## config.mk

```make
export PLATFORM = sky130hd
export DESIGN_NAME = hit_buffer
export DESIGN_NICKNAME = d
export VERILOG_FILES = /design/src/rtl/hit_buffer.sv
export SDC_FILE = /design/constraint.sdc
export NUM_CORES = 2
export LEC_CHECK = 0
export CORE_MARGIN = 4
export CORE_UTILIZATION = 46
export CTS_CLUSTER_SIZE = 8
export DETAILED_ROUTE_END_ITERATION = 10
export SYNTH_ARGS = -nofsm -noshare
export SYNTH_HDL_FRONTEND = slang
export SYNTH_SLANG_ARGS = --single-unit
export TNS_END_PERCENT = 50
```

## constraint.sdc

```tcl
create_clock -name clk -period 42 [get_ports clk]
set_clock_uncertainty 0.2 [all_clocks]
set_input_delay 8.4 -clock clk [delete_from_list [all_inputs] [get_ports clk]]
set_output_delay 8.4 -clock clk [all_outputs]
set_load 0.01 [all_outputs]
```

## src/rtl/hit_buffer.sv

```systemverilog
// hit_buffer: elastic FIFO between the sample-test stage and the
// z-buffer/frame-buffer writer. Captures every hit sample (position plus
// color) and presents hits one at a time on a valid/ready interface with
// show-ahead output. A registered halt asks upstream to stop early enough
// that SLACK in-flight hits still fit.
//
// Ports:
//   clk           in   clock, all logic on rising edge
//   rst           in   synchronous active-high reset, discards buffered hits
//   hit_valid_in  in   hit qualifier, at most one hit per cycle
//   hit_sample_in in   hit position {z,y,x}, x in LSBs
//   hit_color_in  in   hit color {b,g,r}, r in LSBs
//   halt_out      out  registered stall request to upstream (1 = stop)
//   out_valid     out  head entry is valid
//   out_ready     in   consumer accepts head this cycle
//   out_sample    out  head position
//   out_color     out  head color
//   count         out  occupancy 0..DEPTH
//   overflow      out  sticky: a hit was dropped because the FIFO was full
module hit_buffer #(
    parameter int SIGFIG = 24,
    parameter int AXIS   = 3,
    parameter int COLORS = 3,
    parameter int DEPTH  = 16,
    parameter int SLACK  = 4
) (
    input  logic                       clk,
    input  logic                       rst,
    input  logic                       hit_valid_in,
    input  logic [AXIS*SIGFIG-1:0]     hit_sample_in,
    input  logic [COLORS*SIGFIG-1:0]   hit_color_in,
    output logic                       halt_out,
    output logic                       out_valid,
    input  logic                       out_ready,
    output logic [AXIS*SIGFIG-1:0]     out_sample,
    output logic [COLORS*SIGFIG-1:0]   out_color,
    output logic [$clog2(DEPTH):0]     count,
    output logic                       overflow
);

    localparam int SW = AXIS * SIGFIG;
    localparam int CLW = COLORS * SIGFIG;
    localparam int EW = SW + CLW;
    localparam int AW = $clog2(DEPTH);
    localparam int CW = AW + 1;
    localparam logic [CW-1:0] FULL   = CW'(DEPTH);
    localparam logic [CW-1:0] THRESH = CW'(DEPTH - SLACK);

    logic [EW-1:0] r_mem [DEPTH];
    logic [AW-1:0] r_wr_ptr;
    logic [AW-1:0] r_rd_ptr;
    logic [CW-1:0] r_count;
    logic          r_halt;
    logic          r_overflow;

    logic          w_push;
    logic          w_pop;
    logic [CW-1:0] w_count_next;
    logic [EW-1:0] w_head;

    assign w_pop  = (r_count != '0) && out_ready;
    // At full, a same-cycle pop frees the slot being written.
    assign w_push = hit_valid_in && ((r_count < FULL) || w_pop);

    always_comb begin
        w_count_next = r_count;
        if (w_push && !w_pop) begin
            w_count_next = r_count + CW'(1);
        end else if (w_pop && !w_push) begin
            w_count_next = r_count - CW'(1);
        end
    end

    // Storage is not reset; contents are meaningless while count == 0.
    always_ff @(posedge clk) begin
        if (w_push) begin
            r_mem[r_wr_ptr] <= {hit_sample_in, hit_color_in};
        end
    end

    always_ff @(posedge clk) begin
        if (rst) begin
            r_wr_ptr   <= '0;
            r_rd_ptr   <= '0;
            r_count    <= '0;
            r_halt     <= 1'b0;
            r_overflow <= 1'b0;
        end else begin
            if (w_push) begin
                r_wr_ptr <= r_wr_ptr + AW'(1);
            end
            if (w_pop) begin
                r_rd_ptr <= r_rd_ptr + AW'(1);
            end
            r_count <= w_count_next;
            // Registered so out_ready has no combinational path to halt_out.
            r_halt  <= (w_count_next >= THRESH);
            if (hit_valid_in && (r_count == FULL) && !w_pop) begin
                r_overflow <= 1'b1;
            end
        end
    end

    assign w_head     = r_mem[r_rd_ptr];
    assign out_valid  = (r_count != '0);
    assign out_sample = w_head[EW-1:CLW];
    assign out_color  = w_head[CLW-1:0];
    assign count      = r_count;
    assign halt_out   = r_halt;
    assign overflow   = r_overflow;

endmodule

```

==> flow_summary.yaml <==
run_status:
  status: "completed"
logic_synthesis:
  seq_area_frac_synth: 0.793
  syn_area_um2: 87700
  synthCells: 3539
  ys_ff_latch: 2323
  synthFlopType: "edfxtp_1"
  ys_top_cells_by_area: "edfxtp_1, mux4_2, mux2i_1"
  synth-edff-count: 2304
  yosys.area.top_type_share: 0.789
  ys_warn_count: 0
  syn-mean-instance-area_um2: 24.8
  yosys.cell_types.count: 41
  syn_nets: 3695
  yosys.area.top_type: "edfxtp_1"
  ys_top_cells_by_count: "edfxtp_1, mux4_2, clkbuf_1, buf_2, a21oi_1"
  yosysMostFrequentCell: "edfxtp_1"
  async_flop_share: 0
power_and_ir_drop:
  p_leak_nw: 31.1
  clkPwrFrac: 0.390
  switching_share: 0.230
  switchingPower_w: 0.00137
  p_int_w: 0.00458
  total_power_w: 0.00595
  power_density_nw_per_um2: 57.9
  ir_drop_uv: 49.2
  seq_power_share: 0.442
  p_comb_frac: 0.168
floorplanning:
  rows: 160
  die_area_um2: 198000
  core_region_area_um2: 190000
  start_util: 0.462
  fp.dieH_um: 445
  die_x_um: 445
  ios: 300
global_route:
  antenna_found_initial: 35
  grt_max_degree: 127
  grt-ovfl-total: 0
  grt_use_total: 0.204
  grt_pass1_wl_um: 292000
  grt_pass1_vias: 41800
placement:
  io_buffers: 299
  hpwlAfterDp_um: 95300
  place_congestion: 0.709
timing:
  drv_slew: 0
  worst_pin_slew_ns: 1.31
  fin_setup_tns_ns: 0
  layout_min_cycle_time_ns: 14.98
  max_freq_mhz: 66.7
  rsz0062_at_grt: "false"
  relSlewSlack: 0.126
  setup_violations: 0
  min_period_over_period: 0.357
  finalHoldViolCount: 0
drt:
  firstDrtPassIters: 5
  drc_errors: 0
  totalWireLength_um: 202000
  ant_nets: 0
  vias: 39600
  first_iter_violations: 3780
  wl_per_cell_um: 30.4
  viasPerCell: 5.96
cts:
  htree_num_levels: 5
  cts_resized: 0
  cts_root_buf: "clkbuf_16"
  clock_latency_ns: 0.89
  cts.sinks: 2323
  ctsLongestPathBuffers: 4
  cts_hold_buffers: 0
  cts_buffers: 341
  clk_pin_slew_ns: 0.05
  cts_tree: "yes"
  cts_setup_buffers: 0
critical_path:
  arrival_ns: 6.38
  endpoint_kind: "output port"
  path_class: "flop to output port"
  crit_path_top_delay_cell: "dfxtp_4"
  cpPeakStageDelay_ns: 0.81
  start_kind: "flop"
  worstPathCellList: "buf_4 -> buf_12 -> buf_12 -> buf_4 -> mux4_2 -> nor2b_1 -> a211oi_1 -> a21oi_1 -> clkdlybuf4s50_1"
  cp.required_ns: 33.40
  crit_fanout: 103
min_path:
  hold_class: "flop to flop"
finish:
  fillCellCount: 14100
  finalNetCount: 4226
  syn_to_final_growth_pct: 17.1
  drive_gt1_frac: 0.269
run:
  drv_cap: 0
[sequential cells by signal, summed over array words and instances (netlist names), named ones only]
| register | flops |
|---|---|
| count | 5 |
| r_rd_ptr | 4 |
| overflow | 1 |
| r_wr_ptr | 4 |
| r_mem | 2304 |
| halt_out | 1 |
[metal layers]
| layer | global-route usage | up-vias | wire length [um] |
|---|---|---|---|
| met5 | 0.00195 | - | 69 |
| met4 | 0.0569 | 10 | 4110 |
| met3 | 0.0418 | 318 | 12900 |
| met2 | 0.322 | 1337 | 98100 |
| met1 | 0.293 | 21600 | 86500 |
| li1 | - | 16300 | - |
[final cells by class]
type / count / area [um2] / area share
flip-flops and latches: 2323 / 69600 / 0.678
multi-input cells: 1019 / 17300 / 0.169
diodes: 19 / 47.5 / 0.000463
clock buffers: 370 / 8710 / 0.0848
well taps: 2511 / 3140 / 0.0306
repair buffers: 377 / 3740 / 0.0364
clock inverters: 9 / 100 / 0.000975
inverters: 8 / 30.0 / 0.000292
[final timing paths]
| kind | to | cells past startpoint | slack (ns) | startpoint |
|---|---|---|---|---|
| min reg2reg | overflow | 2 | 0.28 | overflow |
| min | overflow | 2 | 0.28 | overflow |
| max reg2reg | r_mem[14][97] | 6 | 38.15 | count[4] |
| max | out_sample[57] | 9 | 27.02 | flop |
[power by group through the flow]
stage / sequential (W) / combinational, W / clock (W)
global route: 0.00263 / 0.00108 / 0.00248
floorplan: 0.00267 / 0.000700 / 0
detailed placement: 0.00267 / 0.00103 / 0
global placement: 0.00267 / 0.00103 / 0
CTS: 0.00263 / 0.00103 / 0.00238
finish: 0.00263 / 0.00100 / 0.00232
[through the flow]
step	util	cells	worst slack [ns]	hold slack, ns	instance area [um2]
6_report	0.541	6636	27.02	0.280	103000
5_1_grt	0.540	6624	26.19	0.315	103000
4_1_cts	0.540	6617	26.52	0.285	103000
3_5_place_dp	0.494	6238	27.50	0.264	93800
3_3_place_gp	0.494	6238	27.44	0.261	93800
2_1_floorplan	-	3539	22.24	0.263	87700
[critical path, delay by kind of cell, from the launching register on]
family	cells	cell delay, ns
buffers and inverters	5	3.41
muxes	1	0.58
AOI/OAI and AO/OA	2	0.42
DFF	1	0.81
and+or+nand+nor	1	0.14
[placed cells by master, fill, tap and decap left out, types with 4 or more instances in the layout]
master              n
inv_1               8
mux4_2            651
dfxtp_4             4
nor2b_1            70
diode_2            19
buf_4              65
dfxtp_1            15
clkbuf_16         344
nand2_1             6
nor2_1             14
clkdlybuf4s50_1   299
xor2_1              5
inv_6               5
edfxtp_1         2304
buf_12             13
ha_1                8
mux2i_1            70
nand2b_1            4
nor3_2              4
a21oi_1            73
clkbuf_1           26
nor2_4             12
a211oi_1           70
[cell families (layout without fill, tap and decap cells)]
kind of cell | count (synthesis) | in the layout | share of synthesized area
AO/OA/AOI/OAI | 155 | 155 | 0.0113
buffers and inverters | 197 | 764 | 0.0105
adder cells (fa/ha/maj) | 8 | 8 | 0.00114
XOR/XNOR | 6 | 6 | 0.000599
other | 0 | 19 | 0
multiplexers | 721 | 721 | 0.175
flip-flops | 2323 | 2323 | 0.793
AND/OR/NAND/NOR | 129 | 129 | 0.00836
(Power assumes the default switching activity.)
